<file path="config.mk">
export PLATFORM = sky130hd
export DESIGN_NAME = fft_seq
export DESIGN_NICKNAME = d
export VERILOG_FILES = /design/src/rtl/fft_seq.sv
export SDC_FILE = /design/constraint.sdc
export NUM_CORES = 1
export LEC_CHECK = 0
export ABC_CLOCK_PERIOD_IN_PS = 1650
export CAP_MARGIN = 25
export CORE_UTILIZATION = 46
export DETAILED_ROUTE_END_ITERATION = 8
export GPL_TIMING_DRIVEN = 0
export PLACE_DENSITY_LB_ADDON = 0.1
export SYNTH_ARGS = -nofsm -noshare
export SYNTH_HDL_FRONTEND = slang
export SYNTH_SLANG_ARGS = --single-unit
export TNS_END_PERCENT = 1
</file>
<file path="constraint.sdc">
create_clock -name clk -period 1.65 [get_ports clk]
set_clock_uncertainty 0.15 [all_clocks]
set_input_delay 0.495 -clock clk [delete_from_list [all_inputs] [get_ports clk]]
set_output_delay 0.495 -clock clk [all_outputs]
set_load 0.03 [all_outputs]
</file>
<file path="src/rtl/fft_seq.sv">
// FFT frame sequencer: counts FIR samples into 16-sample frames, delays frame_go to a capture strobe, and serves the 16 bins downstream.
// Optional FFT_SEQ_DROP_CNT_EN adds an 8-bit saturating dropped-frame counter (drop_cnt).
module fft_seq #(
  parameter int LATENCY = 4
) (
  input  logic       clk,
  input  logic       rst,
  input  logic       fir_valid,
  input  logic       sclr,
  input  logic       ovf_clr,
  input  logic       rd_ready,
  output logic       ld_en,
  output logic       frame_go,
  output logic       cap_we,
  output logic       rd_valid,
  output logic [3:0] rd_idx,
  output logic       rd_last,
  output logic       busy,
  output logic       ovf
`ifdef FFT_SEQ_DROP_CNT_EN
  ,
  output logic [7:0] drop_cnt
`endif
);

  typedef enum logic {
    IDLE = 1'b0,
    READ = 1'b1
  } state_t;

  state_t               state;
  state_t               state_nxt;
  logic [3:0]           smp_cnt;
  logic [LATENCY-1:0]   go_sr;
  logic [3:0]           rd_idx_nxt;
  logic                 cap_evt;
  logic                 hs;
  logic                 hs_last;
  logic                 drop;

  assign ld_en    = fir_valid & ~sclr;
  assign cap_evt  = go_sr[LATENCY-1];
  assign rd_valid = (state == READ);
  assign busy     = (state == READ);
  assign rd_last  = rd_valid & (rd_idx == 4'd15);
  assign hs       = rd_valid & rd_ready;
  assign hs_last  = hs & (rd_idx == 4'd15);

  always_ff @(posedge clk or posedge rst) begin
    if (rst) begin
      smp_cnt  <= 4'd0;
      frame_go <= 1'b0;
    end else if (sclr) begin
      smp_cnt  <= 4'd0;
      frame_go <= 1'b0;
    end else begin
      frame_go <= fir_valid & (smp_cnt == 4'd15);
      if (fir_valid)
        smp_cnt <= smp_cnt + 4'd1;
    end
  end

  // Frames are >=16 cycles apart, so at most one pulse is ever in this line.
  generate
    if (LATENCY == 1) begin : g_sr1
      always_ff @(posedge clk or posedge rst) begin
        if (rst)       go_sr <= '0;
        else if (sclr) go_sr <= '0;
        else           go_sr <= frame_go;
      end
    end else begin : g_srn
      always_ff @(posedge clk or posedge rst) begin
        if (rst)       go_sr <= '0;
        else if (sclr) go_sr <= '0;
        else           go_sr <= {go_sr[LATENCY-2:0], frame_go};
      end
    end
  endgenerate

  always_ff @(posedge clk or posedge rst) begin
    if (rst) begin
      state  <= IDLE;
      rd_idx <= 4'd0;
    end else begin
      state  <= state_nxt;
      rd_idx <= rd_idx_nxt;
    end
  end

  always_comb begin
    state_nxt  = state;
    rd_idx_nxt = rd_idx;
    cap_we     = 1'b0;
    drop       = 1'b0;
    if (sclr) begin
      state_nxt  = IDLE;
      rd_idx_nxt = 4'd0;
    end else begin
      case (state)
        IDLE: begin
          if (cap_evt) begin
            cap_we     = 1'b1;
            state_nxt  = READ;
            rd_idx_nxt = 4'd0;
          end
        end
        READ: begin
          if (hs_last) begin
            rd_idx_nxt = 4'd0;
            // A capture landing on the final handshake starts the next readout seamlessly.
            if (cap_evt) begin
              cap_we    = 1'b1;
              state_nxt = READ;
            end else begin
              state_nxt = IDLE;
            end
          end else begin
            if (hs)
              rd_idx_nxt = rd_idx + 4'd1;
            if (cap_evt)
              drop = 1'b1;
          end
        end
        default: begin
          state_nxt  = IDLE;
          rd_idx_nxt = 4'd0;
        end
      endcase
    end
  end

  always_ff @(posedge clk or posedge rst) begin
    if (rst)          ovf <= 1'b0;
    else if (drop)    ovf <= 1'b1;
    else if (ovf_clr) ovf <= 1'b0;
  end

`ifdef FFT_SEQ_DROP_CNT_EN
  always_ff @(posedge clk or posedge rst) begin
    if (rst) begin
      drop_cnt <= 8'd0;
    end else if (drop) begin
      if (drop_cnt != 8'hff)
        drop_cnt <= drop_cnt + 8'd1;
    end else if (ovf_clr) begin
      drop_cnt <= 8'd0;
    end
  end
`endif

endmodule

</file>
-- Word level (Yosys, flattened, before mapping)
Cells that the tools add are included.
- output and inout bits: 11
- register bits: 15
- muxes and demuxes: 21
- eq/ne operators: 4
- $add $sub $neg: 2
- reduce and logical (&&, ||, !) cells: 3
- bitwise operators: 7
- operators by type and width (cell ; number):
    $mux 4 ; 7
    $mux 1 ; 11
    $add 4x1->4 const B ; 2
    $eq 4x4->1 const B ; 2
    $pmux 4 s2 ; 1
    $and 1x1->1 ; 5
    $ne 4x2->1 const B ; 1
    $pmux 1 s2 ; 2
    $reduce_bool 2->1 ; 2
    $ne 3x3->1 const B ; 1
    $not 1->1 ; 2
    $reduce_and 2->1 ; 1

-- Depth between registers and ports, before layout
Gate-level depths: netlist of run 1.
- word-level depth: 6
- depth in mapped cells: 4
- gate-level depth less buffers: 4

-- Worst setup path before layout of run 1
Ideal clock, no wire load.
- path kind: register -> output
- from: register rd_idx[0]
- to: output cap_we
- setup slack: -0.494 ns
- data arrival time: 1.499 ns
- path buffers: 0
- stages on the path, launching flop included: 4
- cells stage by stage: dfrtp_1 > ha_1 > nand4_1 > a21oi_1
- longest elaborated chain between the ends: 5
- RTL lines (element ; RTL line ; RTL):
    start: declaration ; 16 ; output logic [3:0] rd_idx,
    start signal: assignment ; 86 ; rd_idx <= rd_idx_nxt;
    $eq 4x4->1 ; 47 ; assign hs_last = hs & (rd_idx == 4'd15);
    $and 1x1->1 ; 47 ;
    $mux 1 ; 108 ; if (hs_last) begin
    $pmux 1 s2 ; 99 ; case (state)
    $mux 1 ; 95 ; if (sclr) begin
    end: declaration ; 14 ; output logic cap_we,
Every way passes these cells.

-- Final worst setup path of run 1
- from: register rd_idx[1]
- to: output cap_we
The elaborated chain is that of the path after synthesis.

==> flow_summary.yaml, run 1 <==
grt:
  grt_max_degree: 16
  overflow: 0
  grt_pass1_vias: 512
  grt_pass1_wl_um: 2118
  gr-usage-all-layers: 0.2037
  antenna_found_initial: 0
clocking:
  cts_hold_buffers: 0
  clock-sinks: 15
  cts_buffer_depth: 2
  root_buffer: "clkbuf_4"
  h-tree-depth: 1
  cts_tree: "built"
  numCtsBuffers: 3
  path_clk_slew_ns: 0.09
  insertion_delay_ns: 0.28
route:
  num_vias: 553
  via_per_inst: 5.317
  wl_um: 1394
  drc: 0
  ant_nets: 0
  drt-initial-drc-count: 6
  wl_per_cell_um: 13.40
  drt_pass1_iterations: 4
critical_path:
  worst_setup_path_start_kind: "flop"
  worstPathCellList: "ha_4 > nand4_1 > a21oi_4 > buf_6"
  reg2reg_to: "rd_idx[3]$_DFFE_PP0P_"
  crit_arrival_ns: 1.29
  max_stage_delay_ns: 0.40
  crit_path_end_kind: "output pin"
  path_class: "reg2out"
  reg2reg_from: "rd_idx[1]$_DFFE_PP0P_"
  rrSetupSlack_ns: 0.16
  worstPathRequired_ns: 1.00
  ff2ff_path_depth: 5
  cpMaxStageDelayCell: "dfrtp_2"
  critical_path.max_fanout: 4
final_layout:
  seqCellArea_um2: 379.1
  fin_cells: 104
  area_growth_pct: 36.33
  nets: 98
  final_layout_size_suffix_gt1_frac: 0.3146
  final_core_util: 0.7079
  antennaDiodeCount: 0
  multi_input_comb_area_um2: 324.1
  fill_cells: 100
timing:
  timing.slew.headroom: 0.6406
  fin_crit_sh: 1.174
  hold_viol: 0
  period_needed_ns: 1.937
  max_freq_ghz: 0.5161
  hold-worst-slack_ns: 0.3330
  timing.final.ws_setup_ns: -0.2875
  tightestPinTransition_ns: 0.5385
  finalSetupTns_ns: -0.8030
  setup_viol: 6
  drv_slew: 0
  rsz0062_at_grt: "true"
yosys:
  syn_avg_cell_area_um2: 10.75
  syn_nets: 74
  postSynthCellCount: 66
  ys_seq_area_frac: 0.5291
  ys_warn_count: 0
  synth_area_um2: 709.4
  yosysUniqueCellTypes: 28
  ys_ff_latch: 15
run_status:
  status: "finished, violations left"
  violations: "setup timing"
floorplan:
  row_count: 13
  dieHeight_um: 41.27
  die-area_mm2: 0.001703
  io-pin-count: 17
  start_util: 0.5192
  die_x_um: 41.27
  core-area_mm2: 0.001366
power:
  p_switching_uw: 149.7
  power_density_mw_per_mm2: 653.9
  switching_share: 0.2368
  peakVddDrop_uv: 515.1
  seqPwrFrac: 0.596
  clkPwrFrac: 0.331
  internal_power_uw: 482.7
  combPwrFrac: 0.073
  leakage_nw: 0.4285
place:
  place.port_buffers: 16
  gp_congestion: 0.6558
  place_hpwl_um: 927.5
  dp_cells: 97
worst_hold_path:
  whs_path_depth: 1
  hold_path.startpoint: "go_sr[2]$_DFF_PP0_"
  hold_end: "go_sr[3]$_DFF_PP0_"
  min_path_type: "reg2reg"
run:
  drv_cap: 0
## per-layer routing
layer  vias up  global-route usage  part of all wire
met5         -                   0                 0
met4         0              0.1452             0.029
met3         5             0.01630             0.034
met2        16              0.3516              0.47
met1       258              0.2349              0.46
li1        274                   -                 -
## cell type report
cell class | count | share of cell area
flip-flops and latches | 15 | 0.3920
multi-input cells | 45 | 0.3351
repair buffers | 19 | 0.1902
clock buffers | 3 | 0.02329
plain buffers | 3 | 0.02329
well taps | 15 | 0.01940
inverters | 3 | 0.01164
clock inverters | 1 | 0.005175
## kinds of logic (layout without fill, tap and decap cells)
group                      after synthesis  count (layout)  synth area share
and+or+nand+nor                         29              29            0.2469
xor gates and xnor gates                 3               3           0.03704
muxes                                    2               2           0.02822
adders and majority gates                2               2           0.03527
AOI/OAI and AO/OA                        9               9           0.07584
buffers and inverters                    6              29           0.04762
DFF                                     15              15            0.5291
## power by group through the flow
stage,Sequential (mW),Combinational (mW),Clock (mW)
after global placement,0.384,0.0488,0
after floorplan,0.383,0.0254,0
after global routing,0.378,0.0529,0.225
final,0.377,0.0462,0.209
after CTS,0.377,0.0480,0.216
after detailed placement,0.384,0.0496,0
## cell usage in the layout (no fill, tap or decap), types with 2 or more instances in the layout
master,n
o21ai_0,2
buf_4,5
nor2_1,5
mux2i_1,2
clkbuf_4,3
clkdlybuf4s15_2,8
xor2_1,2
inv_1,3
a21oi_1,2
nor2b_1,7
nand4_1,3
nand3_1,2
clkdlybuf4s50_1,2
dfrtp_2,3
nand4b_1,2
buf_6,4
nand2_1,3
dfrtp_1,12
## cell usage after synthesis
library cell | count | share of area
dfrtp_1 | 15 | 0.53
nor2b_1 | 7 | 0.062
nor2_1 | 5 | 0.026
a21oi_1 | 3 | 0.021
inv_1 | 3 | 0.016
nand2_1 | 3 | 0.016
nand4_1 | 3 | 0.026
ha_1 | 2 | 0.035
mux2i_1 | 2 | 0.028
nand3_1 | 2 | 0.014
nand4b_1 | 2 | 0.025
o21ai_0 | 2 | 0.014
xor2_1 | 2 | 0.025
a211o_1 | 1 | 0.012
a21boi_0 | 1 | 0.011
and3b_1 | 1 | 0.012
and4_1 | 1 | 0.012
buf_4 | 1 | 0.011
buf_6 | 1 | 0.016
clkbuf_1 | 1 | 0.0053
nand2b_1 | 1 | 0.0088
nand4bb_1 | 1 | 0.016
nor3_1 | 1 | 0.0070
o211ai_1 | 1 | 0.011
o21ai_1 | 1 | 0.0070
or2_1 | 1 | 0.0088
or3b_1 | 1 | 0.012
xnor2_1 | 1 | 0.012
## worst max path at each step
| stage | from | to | slack (ns) | depth (start not counted) |
|---|---|---|---|---|
| 6_report | rd_idx[1]$_DFFE_PP0P_ | cap_we | -0.29 | 4 |
| 4_1_cts | rd_idx[1]$_DFFE_PP0P_ | cap_we | -0.29 | 4 |
| 3_3_place_gp | rd_ready | cap_we | -1.23 | 4 |
| 3_5_place_dp | rd_ready | cap_we | -1.21 | 4 |
| 5_1_grt | rd_idx[1]$_DFFE_PP0P_ | cap_we | -0.36 | 4 |
| 2_1_floorplan | rd_idx[0]$_DFFE_PP0P_ | cap_we | -0.15 | 3 |
## critical path: cells and delay by family (launching register included)
family	cells	cell delay [ns]
compound gates	1	0.17
simple gates	1	0.16
flops	1	0.40
fa+ha+maj	1	0.15
buf+inv	1	0.14
## sequential cells by signal (all words and copies together), names as in the netlist
name,flops
go_sr,4
rd_idx,4
smp_cnt,4
busy,1
frame_go,1
ovf,1
## per-stage QoR
step / setup WS [ns] / instance area (um^2) / total power, mW
floorplan: -0.1546 / 735.7 / 0.4087
global placement: -1.225 / 914.6 / 0.4327
detailed placement: -1.214 / 914.6 / 0.4338
CTS: -0.2914 / 970.9 / 0.6411
global route: -0.3590 / 967.2 / 0.6561
finish: -0.2875 / 967.2 / 0.6324
## timing repair
action | in CTS | in global routing
pin swaps | 1 | 1
cloned | 0 | 0
resized for setup | 54 | 2
endpoints found under the setup margin | 13 | 8
setup buffers | 3 | 0
Power figures use the tool's default switching activity.
==> run 2: changes to the inputs <==
--- a/config.mk
+++ b/config.mk
@@ -5,12 +5,13 @@
 export SDC_FILE = /design/constraint.sdc
 export NUM_CORES = 1
 export LEC_CHECK = 0
-export ABC_CLOCK_PERIOD_IN_PS = 1650
+export ABC_CLOCK_PERIOD_IN_PS = 1700
 export CAP_MARGIN = 25
-export CORE_UTILIZATION = 46
+export CORE_UTILIZATION = 42
 export DETAILED_ROUTE_END_ITERATION = 8
 export GPL_TIMING_DRIVEN = 0
 export PLACE_DENSITY_LB_ADDON = 0.1
+export SLEW_MARGIN = 20
 export SYNTH_ARGS = -nofsm -noshare
 export SYNTH_HDL_FRONTEND = slang
 export SYNTH_SLANG_ARGS = --single-unit
==> constraint.sdc (replaced) <==
create_clock -name clk -period 1.7 [get_ports clk]
set_clock_uncertainty 0.15 [all_clocks]
set_input_delay 0.51 -clock clk [delete_from_list [all_inputs] [get_ports clk]]
set_output_delay 0.51 -clock clk [all_outputs]
set_load 0.03 [all_outputs]
==> run 2 against run 1 <==
Compared with the run above: the run still ends with setup timing left; critical path depth did not move; final cell count up 1.9%; combinational power hardly changed; clock power down 9%; sequential share of layout area increased by 0.18 points; total power shrank 4.7%; wire length down 5.2%; count of clock-buffer cells in the layout did not move; die area is 9.1% higher; critical endpoint unchanged; highest routed layer unchanged.
==> flow_summary.yaml, run 2 (synthesis gave the netlist of run 1 again) <==
run_status:
  status: "finished, violations left"
  violations: "setup timing"
final_layout:
  top_regs: "go_sr: 4 flops, rd_idx: 4 flops, smp_cnt: 4 flops"
  final_layout_size_suffix_gt1_frac: 0.3000
  fin_cells: 106
  multi_input_comb_area_um2: 324.1
  nets: 99
  seqCellArea_um2: 377.9
  layout_common_cells: "dfrtp_1, nor2b_1, buf_4, nor2_1, clkdlybuf4s15_2"
  area_growth_pct: 35.27
  layout_commonest_cell: "dfrtp_1"
  antennaDiodeCount: 0
  fill_cells: 136
critical_path:
  worst_setup_path_start_kind: "flop"
  path_class: "reg2out"
  critical_path.max_fanout: 4
  crit_path_end_kind: "output pin"
  crit_arrival_ns: 1.26
  worstPathRequired_ns: 1.04
timing:
  finalSetupTns_ns: -0.6438
  max_freq_ghz: 0.5198
  drv_slew: 0
  hold_viol: 0
  timing.slew.headroom: 0.6400
  timing.final.ws_setup_ns: -0.2237
  tightestPinTransition_ns: 0.5394
  period_needed_ns: 1.924
  fin_crit_sh: 1.132
  setup_viol: 6
  rsz0062_at_grt: "true"
route:
  wl_um: 1321
  wl_per_cell_um: 12.46
  drt_pass1_iterations: 4
  via_per_inst: 5.302
  drt-initial-drc-count: 6
  drc: 0
  num_vias: 562
  ant_nets: 0
worst_hold_path:
  min_path_type: "reg2reg"
clocking:
  path_clk_slew_ns: 0.08
  numCtsBuffers: 3
  clock-sinks: 15
  h-tree-depth: 1
  cts_tree: "built"
  insertion_delay_ns: 0.27
  cts_buffer_depth: 2
  root_buffer: "clkbuf_4"
grt:
  grt_pass1_vias: 522
  grt_pass1_wl_um: 2228
  overflow: 0
  gr-usage-all-layers: 0.1642
  antenna_found_initial: 0
  grt_max_degree: 16
run:
  drv_cap: 0
place:
  place_hpwl_um: 894
  dp_cells: 98
  place.port_buffers: 16
  gp_congestion: 0.7636
floorplan:
  io-pin-count: 17
  die_x_um: 43.10
  die-area_mm2: 0.001858
  core-area_mm2: 0.001541
  dieHeight_um: 43.10
  row_count: 14
  start_util: 0.4602
power:
  leakage_nw: 0.4432
  power_density_mw_per_mm2: 627.9
  power_uw: 602.6
  peakVddDrop_uv: 472.0
[run 2: changes by cell type in the layout (fill, tap and decap cells not counted), sizes merged]
cell	previous run	this run
buf	10	12
clkdlybuf4s15	8	5
dlygate4sd2	0	1
clkbuf	5	6
[run 2: where the power goes]
group / internal (mW) / switching (mW)
logic: 0.0206 / 0.0257
registers: 0.361 / 0.00441
clock network: 0.0871 / 0.103
total: 0.469 / 0.134
[run 2: area by class of cell]
class | count | area share
Timing Repair Buffer | 20 | 0.1838
Sequential cell | 15 | 0.3937
Clock inverter | 1 | 0.005215
Clock buffer | 3 | 0.02347
Multi-Input combinational cell | 45 | 0.3377
Buffer | 3 | 0.02347
Tap cell | 16 | 0.02086
Inverter | 3 | 0.01173
[run 2: critical path, stage by stage, from the launching register on]
cell and delay, ns:
dfrtp_2 0.39, ha_4 0.14, nand4_1 0.15, a21oi_4 0.17, buf_6 0.14
[run 2: stage by stage]
| step | cell area [um^2] | setup slack [ns] | utilization | hold WS, ns |
|---|---|---|---|---|
| after floorplan | 735.7 | -0.1196 | - | 0.2613 |
| after global placement | 915.9 | -1.208 | 0.5942 | 0.2924 |
| after detailed placement | 915.9 | -1.176 | 0.5942 | 0.3025 |
| after CTS | 975.9 | -0.2378 | 0.6331 | 0.3229 |
| after global routing | 959.7 | -0.3329 | 0.6226 | 0.3361 |
| final | 959.7 | -0.2237 | 0.6226 | 0.3134 |
[run 2: layer usage]
layer  up-vias  routed length [um]  track usage
met1       275                 603       0.2044
met3         2                  48      0.01277
li1        276                   -            -
met5         -                   0            0
met4         0                  15       0.1091
met2         9                 654       0.2687
[run 2: what timing repair did]
action                                  in CTS  in global routing
setup buffers                                4                  0
resized for setup                           46                  9
pin swaps                                    1                  0
endpoints found under the setup margin      11                 11
hold buffers                                 0                  0
[run 2: final timing paths]
check | from | end | slack [ns] | cells past startpoint
min in group asynchronous | rst | ovf$_DFFE_PP0P_ | 0.42 | 2
max | rd_idx[1]$_DFFE_PP0P_ | cap_we | -0.22 | 4
min | go_sr[1]$_DFF_PP0_ | go_sr[2]$_DFF_PP0_ | 0.31 | 1
max reg2reg | rd_idx[1]$_DFFE_PP0P_ | rd_idx[0]$_DFFE_PP0P_ | 0.14 | 6
max in group asynchronous | rst | rd_idx[1]$_DFFE_PP0P_ | 0.59 | 2
min reg2reg | go_sr[1]$_DFF_PP0_ | go_sr[2]$_DFF_PP0_ | 0.31 | 1
==> run 3: changes to the inputs <==
--- a/config.mk
+++ b/config.mk
@@ -9,8 +9,8 @@
 export CAP_MARGIN = 25
 export CORE_UTILIZATION = 42
 export DETAILED_ROUTE_END_ITERATION = 8
-export GPL_TIMING_DRIVEN = 0
 export PLACE_DENSITY_LB_ADDON = 0.1
+export SETUP_SLACK_MARGIN = 0.2
 export SLEW_MARGIN = 20
 export SYNTH_ARGS = -nofsm -noshare
 export SYNTH_HDL_FRONTEND = slang
==> run 3 against run 2 <==
Compared with the run above: the run still ends with setup timing left; final cell count grew 3.8%; critical path depth is the same; non-clock buffer count is 4 higher; hold slack improved by 0.0049 ns; total power is 5.6% higher; sequential share of layout area decreased by 3.0 points; global-route usage grew 3.1 points; count of clock-buffer cells in the layout is 1 higher; sequential power is essentially flat; setup slack worse by 0.018 ns; largest cell class unchanged; highest routed layer unchanged.
==> flow_summary.yaml, run 3 (synthesis gave the netlist of run 1 again) <==
route:
  via_per_inst: 5.264
  wl_um: 1526
  drt-initial-drc-count: 4
  num_vias: 579
  drt_pass1_iterations: 2
  drc: 0
  ant_nets: 0
  wl_per_cell_um: 13.87
final_layout:
  stdcell_area_mm2: 0.001050
  fin_cells: 110
  final_layout_size_suffix_gt1_frac: 0.4043
  layout_commonest_cell: "buf_6"
  nets: 103
  area_growth_pct: 47.97
  antennaDiodeCount: 0
  top_regs: "go_sr: 4 flops, rd_idx: 4 flops, smp_cnt: 4 flops"
  layout_common_cells: "buf_6, dfrtp_1, buf_4, nor2b_1"
critical_path:
  critical_path.max_fanout: 4
  ff2ff_path_depth: 7
  setup.worst_path.start: "rd_idx[0]$_DFFE_PP0P_"
  crit_path_end_kind: "output pin"
  cp-endpoint: "cap_we"
  path_class: "reg2out"
  reg2reg_to: "rd_idx[3]$_DFFE_PP0P_"
  worst_setup_path_start_kind: "flop"
  crit_arrival_ns: 1.28
  rrSetupSlack_ns: 0.10
  reg2reg_from: "rd_idx[0]$_DFFE_PP0P_"
  worstPathRequired_ns: 1.04
clocking:
  cts_buffer_depth: 2
  path_clk_slew_ns: 0.09
  cts_tree: "built"
  h-tree-depth: 1
  clock-sinks: 15
  numCtsBuffers: 3
  insertion_delay_ns: 0.28
  root_buffer: "clkbuf_4"
floorplan:
  die-area_mm2: 0.001858
  core-area_mm2: 0.001541
  start_util: 0.4602
  dieHeight_um: 43.10
  io-pin-count: 17
  row_count: 14
  die_x_um: 43.10
timing:
  hold_viol: 0
  setup_viol: 2
  fin_crit_sh: 1.142
  tightestPinTransition_ns: 0.2427
  timing.final.ws_setup_ns: -0.2417
  period_needed_ns: 1.942
  max_freq_ghz: 0.5150
  hold-worst-slack_ns: 0.3183
  drv_slew: 0
  rsz0062_at_grt: "true"
  timing.slew.headroom: 0.8382
grt:
  grt_pass1_wl_um: 2594
  overflow: 0
  grt_pass1_vias: 599
  antenna_found_initial: 0
  grt_max_degree: 17
  gr-usage-all-layers: 0.1949
place:
  dp_cells: 104
  dp_slack_ns: -0.4201
  placedInstanceArea_um2: 938.4
  place.port_buffers: 16
  gp_congestion: 0.6953
  place_hpwl_um: 1021
run:
  drv_cap: 0
worst_hold_path:
  whs_path_depth: 1
  min_path_type: "reg2reg"
run_status:
  violations: "setup timing"
  status: "finished, violations left"
power:
  leakage_nw: 0.4805
  power_density_mw_per_mm2: 606.4
  peakVddDrop_uv: 584.2
-- run 3: how the worst min path moves through the flow --
stage,start,to
2_1_floorplan,rst,busy$_DFF_PP0_
3_3_place_gp,go_sr[2]$_DFF_PP0_,go_sr[3]$_DFF_PP0_
3_5_place_dp,go_sr[1]$_DFF_PP0_,go_sr[2]$_DFF_PP0_
4_1_cts,go_sr[1]$_DFF_PP0_,go_sr[2]$_DFF_PP0_
5_1_grt,rst,go_sr[2]$_DFF_PP0_
6_report,go_sr[1]$_DFF_PP0_,go_sr[2]$_DFF_PP0_
-- run 3: through the flow --
step	power, mW	setup TNS (ns)	utilization
after global placement	0.4286	-1.496	0.6088
after detailed placement	0.4316	-1.618	0.6088
after floorplan	0.3966	-0.1468	-
final	0.6365	-0.3996	0.6810
after global routing	0.6762	-0.5304	0.6810
after CTS	0.6459	-0.4385	0.6567
-- run 3: layout make-up --
| cell class | instances | area [um^2] |
|---|---|---|
| multi-input combinational | 45 | 347.8 |
| timing repair buffer | 27 | 262.8 |
| tap | 16 | 20.02 |
| inverter | 3 | 11.26 |
| sequential | 15 | 381.6 |
| clock buffer | 4 | 26.28 |
| fill | 118 | 491.7 |
-- run 3: power by group --
group	internal, mW	leakage [nW]	switching (mW)
clock network	0.0911	0.0150	0.119
logic	0.0308	0.266	0.0296
registers	0.361	0.200	0.00497
-- run 3: critical path: stages, from the launching register on --
cell	delay [ns]
dfrtp_2	0.40
ha_4	0.15
nand4_1	0.15
a21oi_4	0.17
buf_6	0.14
-- run 3: repair_timing --
| action | CTS | global route |
|---|---|---|
| resized for setup | 34 | 9 |
| pin swaps | 4 | 5 |
| buffers inserted | 1 | 1 |
| endpoints found under the setup margin | 15 | 13 |
| hold buffers | 0 | 0 |
| cloned | 0 | 0 |
-- run 3: per-layer routing --
metal	GRT usage	routed length, um	vias to the layer above
li1	-	-	284
met1	0.2168	652	280
met2	0.3313	793	13
met3	0.07660	67	2
met4	0.07273	13	0
met5	0	0	-
